`src/rtl/booth_pipe_ctrl.sv`:
```
// booth_pipe_ctrl: capture-enable sequencer for the 3-stage booth multiplier datapath.
// Each stage is tracked as EMPTY/SETTLE/FULL so no stage is overwritten before its downstream captures.
module booth_pipe_ctrl #(
    parameter int DLY1 = 0,
    parameter int DLY2 = 0,
    parameter int DLY3 = 0,
    parameter int CW   = 4
) (
    input  logic       clk,
    input  logic       rst,
    input  logic       flush,
    input  logic       in_valid,
    output logic       in_ready,
    output logic       lt1,
    output logic       lt2,
    output logic       lt3,
    output logic       out_valid,
    input  logic       out_ready,
    output logic [1:0] inflight
);
    typedef enum logic [1:0] {EMPTY, SETTLE, FULL} st_t;

    localparam logic [CW-1:0] DLY [3] = '{CW'(DLY1), CW'(DLY2), CW'(DLY3)};

    if (DLY1 > (1 << CW) - 1 || DLY2 > (1 << CW) - 1 || DLY3 > (1 << CW) - 1) begin : g_dly_chk
        $error("booth_pipe_ctrl: DLYn exceeds settle counter range 2^CW-1");
    end

    st_t           s     [3];
    st_t           s_n   [3];
    logic [CW-1:0] cnt   [3];
    logic [CW-1:0] cnt_n [3];
    logic [2:0]    lt;
    logic [2:0]    rel;
    logic          take3;
    logic [1:0]    inflight_n;

    always_ff @(posedge clk or posedge rst) begin
        if (rst) begin
            s        <= '{default: EMPTY};
            cnt      <= '{default: '0};
            inflight <= '0;
        end else begin
            s        <= s_n;
            cnt      <= cnt_n;
            inflight <= inflight_n;
        end
    end

    // Downstream-first chain lets a full pipeline advance in one cycle.
    always_comb begin
        out_valid = s[2] == FULL;
        take3     = out_valid & out_ready;
        lt3       = (s[1] == FULL) & (s[2] == EMPTY | take3) & ~flush;
        lt2       = (s[0] == FULL) & (s[1] == EMPTY | lt3) & ~flush;
        in_ready  = (s[0] == EMPTY | lt2) & ~flush;
        lt1       = in_valid & in_ready;
    end

    assign lt  = {lt3, lt2, lt1};
    assign rel = {take3, lt3, lt2};

    always_comb begin
        inflight_n = '0;
        for (int i = 0; i < 3; i++) begin
            s_n[i]   = s[i];
            cnt_n[i] = cnt[i];
            if (flush)
                s_n[i] = EMPTY;
            else if (lt[i]) begin
                s_n[i]   = DLY[i] == '0 ? FULL : SETTLE;
                cnt_n[i] = DLY[i];
            end else if (rel[i])
                s_n[i] = EMPTY;
            else if (s[i] == SETTLE) begin
                cnt_n[i] = cnt[i] - CW'(1);
                s_n[i]   = cnt[i] == CW'(1) ? FULL : SETTLE;
            end
            inflight_n = inflight_n + 2'(s_n[i] != EMPTY);
        end
    end
endmodule
```
`config.mk`:
```
export PLATFORM = sky130hd
export DESIGN_NAME = booth_pipe_ctrl
export DESIGN_NICKNAME = d
export VERILOG_FILES = /design/src/rtl/booth_pipe_ctrl.sv
export SDC_FILE = /design/constraint.sdc
export NUM_CORES = 1
export LEC_CHECK = 0
export CAP_MARGIN = 20
export CORE_MARGIN = 3
export CORE_UTILIZATION = 54
export CTS_CLUSTER_DIAMETER = 200
export DETAILED_ROUTE_END_ITERATION = 8
export PLACE_DENSITY = 0.84
export REMOVE_ABC_BUFFERS = 1
export SETUP_SLACK_MARGIN = 0.05
export SLEW_MARGIN = 20
export SYNTH_ARGS = -nofsm -noshare
export SYNTH_HDL_FRONTEND = slang
export SYNTH_SLANG_ARGS = --single-unit
```
`constraint.sdc`:
```
create_clock -name clk -period 2.8 [get_ports clk]
set_clock_uncertainty 0.2 [all_clocks]
set_input_delay 0.56 -clock clk [delete_from_list [all_inputs] [get_ports clk]]
set_output_delay 0.56 -clock clk [all_outputs]
set_load 0.02 [all_outputs]
```
# --- Word level (Yosys, flattened, before mapping) ---
# Cells that the tools add are included.
op_classes:
  n_eq_ne: 12
  muxes: 24
  n_reduce_logical: 12
  bitwise: 11
  add_sub_neg: 5
op_table:
  columns: ["operator", "n"]
  rows:
  - ["2-to-1 mux 4 bit", 9]
  - ["2-to-1 mux 2 bit", 15]
  - ["== test 4 x 1 -> 1 bit, second input constant", 3]
  - ["nonzero test 2 bit", 6]
  - ["subtractor 4 x 1 -> 4 bit, second input constant", 3]
  - ["AND reduction 3 bit", 3]
  - ["bitwise AND 1 bit", 7]
  - ["== test 2 x 1 -> 1 bit, second input constant", 3]
  - ["== test 2 bit, second input constant", 3]
  - ["zero test 2 bit", 3]
  - ["!= test 2 bit, second input constant", 3]
  - ["OR 1 bit", 3]
  - ["adder 1 x 1 -> 2 bit", 1]
  - ["adder 2 x 1 -> 2 bit", 1]
  - ["NOT 1 bit", 1]
totals:
  out_inout_bits: 7
  inputBits: 5
  wordCells: 71
  ff_bits: 20

# --- Logic depth before layout (Yosys ltp) ---
# Gate-level depths: netlist (run 1).
logic_depth:
  word_depth: 16
  depth_mapped: 6

# --- Worst setup path after synthesis (run 1) ---
# Ideal clock, no wire load.
synth_timing:
  path_kind: "input -> output"
  from: "input port flush"
  to: "output port lt1"
  setup_slack_ns: 0.519
  path_stages: 4
  arrival_ns: 1.521
  path_buffers: 1
  path_cell_list: "buf_2 nor2_1 o211ai_1 a21oi_1"
synth_between:
  elab_chain_cells: 8
synth_rtl:
  columns: ["item", "line", "source"]
  rows:
  - ["from (decl)", "11", "input logic flush,"]
  - ["NOT 1 bit (no line) *", null, null]
  - ["bitwise AND 1 bit", "54", "lt3 = (s[1] == FULL) & (s[2] == EMPTY | take3) & ~flush;"]
  - ["OR 1 bit", "55", "lt2 = (s[0] == FULL) & (s[1] == EMPTY | lt3) & ~flush;"]
  - ["bitwise AND 1 bit (2 in a row)", "55", null]
  - ["OR 1 bit", "56", "in_ready = (s[0] == EMPTY | lt2) & ~flush;"]
  - ["bitwise AND 1 bit *", "56", null]
  - ["bitwise AND 1 bit *", "57", "lt1 = in_valid & in_ready;"]
  - ["to (decl)", "14", "output logic lt1,"]
# Every way passes the cells marked *; elsewhere a longest branch is shown, timed or not.

# --- Final worst setup path (run 1) ---
layout_timing:
  from: "input port out_ready"
  to: "output port lt2"
layout_between:
  elab_chain_cells: 7
layout_rtl:
  columns: ["item", "line", "source"]
  rows:
  - ["from (decl)", "18", "input logic out_ready,"]
  - ["bitwise AND 1 bit", "53", "take3 = out_valid & out_ready;"]
  - ["OR 1 bit", "54", null]
  - ["bitwise AND 1 bit (2 in a row)", "54", null]
  - ["OR 1 bit", "55", null]
  - ["bitwise AND 1 bit (2 in a row)", "55", null]
  - ["to (decl)", "15", "output logic lt2,"]
# No other way between the ends.

==> key figures, run 1 <==
Drt
  • Number of remaining DRC errors: 0
  • Final wirelength: 2380 µm
  • WL/cell: 14.7 µm
  • Iteration-0 DRC Markers: 12
  • Via density per instance: 5.60
  • Post-DRT Antenna Nets: 0
  • Total number of vias: 908
  • Number of iterations in the first detailed-routing pass: 4

Min path
  • Worst hold path class: reg2reg
  • Number of cells traversed by the worst hold path: 2
  • Launch point of the worst hold path: cnt[7]
  • Hold path endpoint: cnt[7]

Layout
  • Commonest cells after routing, fill and taps aside: 20 x sky130_fd_sc_hd__dfrtp_1, 17 x sky130_fd_sc_hd__nor2_1, 16 x sky130_fd_sc_hd__inv_1
  • Growth of design area from synthesis to finish: 23.3%
  • Fillcell total: 126
  • Share of post-route cells with drive strength above 1: 19.0%
  • Share of the core filled with cells: 75.2%
  • Number of nets at the end of the flow: 150
  • Area used by multi-input combinational logic: 558 µm²
  • Most frequent standard cell in the layout excluding fill and tap cells: sky130_fd_sc_hd__dfrtp_1
  • Count of inserted antenna diode cells: 0
  • Sequential standard cell area: 500 µm²

Setup path
  • R2R Path Start: s[1]
  • Kind of start point of the critical path: input pin
  • Critical setup path kind: in2out
  • WP data required: 2.04 ns
  • Cells on worst reg2reg path: 6
  • Data arrival time at the worst-slack endpoint: 1.92 ns
  • Worst R2R Setup Slack: 0.57 ns
  • Endpoint of the worst register-to-register path: inflight[0]
  • Type of destination of the critical path: output port
  • Peak fanout along the critical path: 3

Power and ir drop
  • Reported leakage power: 0.640 nW
  • Pwr/cell area: 446 nW/µm²
  • Worst VDD drop: 0.000447 V
  • Final Power: 0.617 mW

Die
  • Vert. Die Dim: 51.6 µm
  • Row Count: 15
  • Boundary Pins: 12
  • Die outline width: 51.6 µm
  • Full die area: 2660 µm²
  • Placeable Area: 1840 µm²
  • Initial standard-cell utilization of the core: 61.0%

Timing
  • Final max-slew violation count: 0
  • Worst-Margin Slew: 0.747 ns
  • Minimum clock period after layout: 2.68 ns
  • Unrepaired setup endpoints after global routing: false
  • Final Cycle Share: 95.9%
  • Peak clock frequency supported by timing: 372 MHz
  • WHS: 0.370 ns
  • Worst slew margin relative to its limit: 50.2%
  • Final hold vios: 0
  • Final count of negative-setup-slack endpoints: 0

Logic synthesis
  • Sequential fraction of the synthesis area: 44.6%
  • Mean instance size in the synthesized netlist: 9.84 µm²
  • EDFF count, synth: 0
  • Area of the mapped netlist: 1120 µm²
  • Synth warn: 0
  • Number of distinct library cells after synthesis: 35
  • Asr flop ratio synth: 100%
  • Cells after synthesis: 114
  • Post-synthesis sequential element count: 20
  • Top flip-flop cell by instance count after synthesis: sky130_fd_sc_hd__dfrtp_1

Global route
  • Antenna violations before repair: 0
  • Largest net degree at the start of global routing: 21
  • Number of global-route vias before repair: 928
  • Global-route wire length before repair: 4060 µm
  • Overall Global Routing Usage: 20.8%
  • GRT overflow: 0

Placed design
  • Placer Congestion: 0.873
  • Estimated wirelength of the detail-placed design: 1810 µm
  • Number of port buffers: 11

Clock tree
  • CTS Buf Count: 3
  • Clock sink count: 20
  • Max H-tree Level: 1
  • Clock tree from TritonCTS: yes
  • Setup fix buffers added after clock tree synthesis: 0
  • Clk Tree Root Cell: sky130_fd_sc_hd__clkbuf_4
  • Clock-pin transition on the worst setup and hold timing paths: 0.12 ns
  • Buffers from clock root to sink, at most: 2
  • Clock insertion delay at the later pin of the skew report: 0.32 ns

Status
  • Status: completed

Job
  • MaxCap Viol Count: 0
==> area by class of cell <==
| type | instances | share of cell area, % |
|---|---|---|
| clock buffers | 3 | 1.63 |
| clock inverters | 1 | 2.17 |
| flip-flops and latches | 20 | 36.2 |
| repair buffers | 21 | 13.1 |
| well taps | 25 | 2.26 |
| inverters | 16 | 4.34 |
| multi-input cells | 76 | 40.3 |
==> state kept, by name (all words and copies together), names as in the netlist <==
signal	cells
s	6
cnt	12
inflight	2
==> Yosys cell counts, drive strengths merged, types with 2 or more instances <==
cell type | instances | area share [%]
a211oi | 2 | 1.3
a21oi | 8 | 3.6
a311oi | 2 | 1.6
buf | 2 | 0.89
dfrtp | 20 | 45
ha | 6 | 6.7
inv | 16 | 5.4
nand2 | 4 | 1.3
nor2 | 19 | 6.6
nor3 | 3 | 1.8
nor4 | 3 | 4.3
o21a | 2 | 1.3
o21ai | 2 | 0.89
or3b | 3 | 2.6
xnor2 | 6 | 4.7
xor2 | 2 | 1.6
==> worst max-delay path by stage <==
| stage | startpoint | to | slack (ns) |
|---|---|---|---|
| 2_1_floorplan | flush | inflight[0] | 0.58 |
| 3_3_place_gp | flush | lt3 | -0.27 |
| 3_5_place_dp | flush | lt3 | -0.32 |
| 4_1_cts | flush | lt1 | 0.08 |
| 5_1_grt | flush | lt3 | 0.06 |
| 6_report | out_ready | lt2 | 0.12 |
==> cells by family after synthesis <==
logic type	after synthesis	synth area share, %
DFF	20	44.6
xor gates and xnor gates	8	6.24
buffers and inverters	18	6.24
adders and majority gates	7	8.47
and+or+nand+nor	38	20.5
muxes	1	0.892
AOI/OAI and AO/OA	22	13.0
==> where the power goes <==
| part | switching (mW) | total, mW | internal [mW] |
|---|---|---|---|
| combinational | 0.0374 | 0.0662 | 0.0288 |
| sequential | 0.0117 | 0.310 | 0.298 |
| clock | 0.0955 | 0.240 | 0.145 |
| total | 0.145 | 0.617 | 0.472 |
==> per-stage QoR <==
step           instance area, µm²  TNS, ns  cells  setup WS [ns]
2_1_floorplan                1110        0    112          0.584
3_3_place_gp                 1330   -0.848    158         -0.267
3_5_place_dp                 1330    -1.04    158         -0.316
4_1_cts                      1380        0    162         0.0793
5_1_grt                      1380        0    162         0.0611
6_report                     1380        0    162          0.115
==> what timing repair did <==
action	CTS	global route
gates cloned	0	0
hold buffers	0	0
gates resized for setup	12	1
endpoints found under the setup margin	4	3
==> critical path: stages <==
cell and delay [ns]:
sky130_fd_sc_hd__clkdlybuf4s50_1 0.48, sky130_fd_sc_hd__nor2b_1 0.07, sky130_fd_sc_hd__o31a_1 0.30, sky130_fd_sc_hd__nor3_2 0.23, sky130_fd_sc_hd__clkdlybuf4s15_2 0.29
==> metal layers <==
layer / vias to the layer above / part of all wire [%] / track usage (%)
li1: 436 / - / -
met3: 7 / 4.2 / 6.88
met1: 446 / 42 / 23.8
met2: 19 / 52 / 36.4
met4: 0 / 1.9 / 6.55
met5: - / 0 / 0
Note: power is estimated with default switching activity, not from simulation.
==> run 2: changes to the inputs <==
- ABC_AREA: default -> 1
- CORE_UTILIZATION: 54 -> 55
- HOLD_SLACK_MARGIN: default -> 0.03
- PLACE_DENSITY: 0.84 -> 0.85
==> key figures, run 2 <==
Status
  • Status: completed

Timing
  • Final max-slew violation count: 0
  • Final count of negative-setup-slack endpoints: 0
  • Worst-Margin Slew: 0.762 ns
  • Unrepaired setup endpoints after global routing: false
  • Final setup TNS: 0 ns
  • Peak clock frequency supported by timing: 381 MHz
  • Minimum clock period after layout: 2.62 ns
  • Worst slew margin relative to its limit: 49.1%
  • Final Cycle Share: 93.6%
  • Final hold vios: 0

Setup path
  • Category of cells accounting for the largest share of critical-path delay: buffers and inverters
  • WP data required: 2.04 ns
  • Type of destination of the critical path: output port
  • Number of buffers and inverters on the critical path: 4
  • Critical Path, Cell by Cell: clkdlybuf4s50_1 > inv_1 > nand2_1 > nand3_2 > nand3_1 > nand3_1 > inv_1 > dlygate4sd2_1
  • Worst setup startpoint: out_ready
  • Data arrival time at the worst-slack endpoint: 1.86 ns
  • R2R Path Start: s[2]
  • Crit. path cell count: 8
  • Peak fanout along the critical path: 4
  • Kind of start point of the critical path: input pin
  • Critical-path top delay cell: sky130_fd_sc_hd__clkdlybuf4s50_1
  • Cells on worst reg2reg path: 7
  • Critical setup path kind: in2out
  • Delay of the slowest critical-path stage: 0.45 ns

Logic synthesis
  • Post-synthesis adder-cell area fraction: 8.20%
  • Number of distinct library cells after synthesis: 21
  • Asr flop ratio synth: 100%
  • Mean instance size in the synthesized netlist: 8.00 µm²
  • Compound-Gate Fraction of Synth Area: 5.93%
  • Post-synthesis sequential element count: 20
  • Synth warn: 0
  • Synth Area in XOR/XNOR: 3.02%
  • Top-area cell type share of the netlist area: 43.1%
  • Cells after synthesis: 145
  • Largest family of logic cells by synthesized area: simple AND/OR/NAND/NOR gates
  • Area of the mapped netlist: 1160 µm²
  • EDFF count, synth: 0
  • Basic-gate share of the synthesized area counting and, or, nand and nor cells: 25.5%
  • Cell type with the largest total area after synthesis: sky130_fd_sc_hd__dfrtp_1
  • Commonest cells in the netlist: 40 x sky130_fd_sc_hd__inv_1, 24 x sky130_fd_sc_hd__nand2_1, 20 x sky130_fd_sc_hd__dfrtp_1
  • Most frequently used cell type in the post-synthesis netlist: sky130_fd_sc_hd__inv_1
  • Top flip-flop cell by instance count after synthesis: sky130_fd_sc_hd__dfrtp_1
  • Mux cell area share after synthesis: 0%
  • Largest cells by area after synthesis: sky130_fd_sc_hd__dfrtp_1 43%, sky130_fd_sc_hd__inv_1 13%, sky130_fd_sc_hd__nand2_1 7.8%
  • Sequential fraction of the synthesis area: 43.1%

Power and ir drop
  • Int Pwr: 0.419 mW
  • Clock network power share: 30.1%
  • Proportion of power drawn by combinational gates: 15.3%
  • Net switching power figure: 0.154 mW
  • Worst VDD drop: 0.000399 V
  • Reported leakage power: 0.834 nW
  • Pwr/cell area: 418 nW/µm²
  • Sequential power share: 54.6%
  • Switching power as a share of total power: 26.9%
  • Final Power: 0.573 mW

Min path
  • Number of cells traversed by the worst hold path: 2
  • Launch point of the worst hold path: cnt[3]
  • Worst hold path class: reg2reg

Global route
  • Largest net degree at the start of global routing: 21
  • Antenna violations before repair: 0
  • Overall Global Routing Usage: 18.8%
  • Number of global-route vias before repair: 907
  • Global-route wire length before repair: 3670 µm
  • GRT overflow: 0

Clock tree
  • Clk Tree Root Cell: sky130_fd_sc_hd__clkbuf_4
  • Clock sink count: 20
  • Buffers from clock root to sink, at most: 2
  • Clock tree from TritonCTS: yes
  • Setup fix buffers added after clock tree synthesis: 0
  • Clock-pin transition on the worst setup and hold timing paths: 0.12 ns
  • Clock insertion delay at the later pin of the skew report: 0.30 ns
  • Max H-tree Level: 1
  • CTS Buf Count: 3

Layout
  • Fillcell total: 145
  • Number of nets at the end of the flow: 179
  • Largest register FFs: 12
  • Growth of design area from synthesis to finish: 18.1%
  • Share of post-route cells with drive strength above 1: 10.8%
  • Count of inserted antenna diode cells: 0
  • Commonest cells after routing, fill and taps aside: 40 x sky130_fd_sc_hd__inv_1, 24 x sky130_fd_sc_hd__nand2_1, 20 x sky130_fd_sc_hd__dfrtp_1
  • Final std cells w/o fill: 191
  • Reg with most FFs: cnt
  • Biggest regs: cnt: 12 flops, s: 6 flops, inflight: 2 flops
  • Most frequent standard cell in the layout excluding fill and tap cells: sky130_fd_sc_hd__inv_1

Die
  • Boundary Pins: 12
  • Placeable Area: 1860 µm²
  • Initial standard-cell utilization of the core: 62.4%
  • Row Count: 15
  • Die outline width: 51.9 µm
  • Full die area: 2700 µm²
  • Vert. Die Dim: 51.9 µm

Drt
  • Via density per instance: 5.02
  • WL/cell: 11.2 µm
  • Iteration-0 DRC Markers: 15
  • Post-DRT Antenna Nets: 0
  • Total number of vias: 959
  • Number of iterations in the first detailed-routing pass: 4
  • Number of remaining DRC errors: 0
  • Final wirelength: 2140 µm

Placed design
  • Cells after DPL: 187
  • Placer Congestion: 0.834
  • Estimated wirelength of the detail-placed design: 1660 µm
  • Number of port buffers: 11

Job
  • MaxCap Viol Count: 0
-- run 2: layer usage --
| layer | share of wire (%) | wire, µm | GRT usage (%) |
|---|---|---|---|
| met5 | 0 | 0 | 0 |
| met4 | 2.5 | 54 | 10.0 |
| met3 | 3.3 | 70 | 2.58 |
| met2 | 52 | 1120 | 34.7 |
| met1 | 42 | 894 | 20.3 |
-- run 2: tightest hold or removal path, stage by stage (launching register included) --
cell,delay (ns)
sky130_fd_sc_hd__dfrtp_1,0.38
sky130_fd_sc_hd__inv_1,0.07
sky130_fd_sc_hd__a21oi_1,0.06
-- run 2: final timing paths --
path	slack, ns	to
setup reg to reg	0.87	inflight[0]
hold / removal	0.35	cnt[3]
max in group asynchronous	1.45	cnt[7]
min in group asynchronous	0.48	cnt[10]
hold reg to reg	0.35	cnt[3]
setup / recovery	0.18	in_ready
-- run 2: kinds of logic after synthesis --
logic type,Yosys count
AO/OA/AOI/OAI,13
XOR/XNOR,4
adder cells (fa/ha/maj),7
buffers and inverters,42
flip-flops,20
AND/OR/NAND/NOR,59
-- run 2: what timing repair did --
action	CTS	global route
pin swaps	0	0
gates resized for setup	4	2
hold buffers	0	0
endpoints found under the setup margin	4	1
-- run 2: metrics by stage --
| step | util (%) | hold WS (ns) | instance area [µm²] | setup slack (ns) |
|---|---|---|---|---|
| 3_5_place_dp | 72.3 | 0.330 | 1340 | -0.226 |
| 6_report | 73.7 | 0.347 | 1370 | 0.178 |
| 4_1_cts | 73.9 | 0.351 | 1370 | 0.0548 |
| 3_3_place_gp | 72.3 | 0.304 | 1340 | -0.145 |
| 5_1_grt | 73.7 | 0.378 | 1370 | 0.0647 |
| 2_1_floorplan | - | 0.289 | 1150 | 0.806 |
-- run 2: final cells by class --
type,instances,area [µm²],share of cell area [%]
clock buffer,4,36.3,2.65
inverter,41,154,11.2
multi-input combinational,83,494,36.1
sequential,20,500,36.5
tap,25,31.3,2.28
timing repair buffer,18,154,11.2
-- run 2: power by group through the flow --
stage	logic (mW)	clock network (mW)	registers, mW
6_report	0.0878	0.173	0.313
3_3_place_gp	0.0840	0	0.318
4_1_cts	0.0894	0.176	0.313
2_1_floorplan	0.0534	0	0.319
3_5_place_dp	0.0907	0	0.319
5_1_grt	0.0996	0.190	0.315
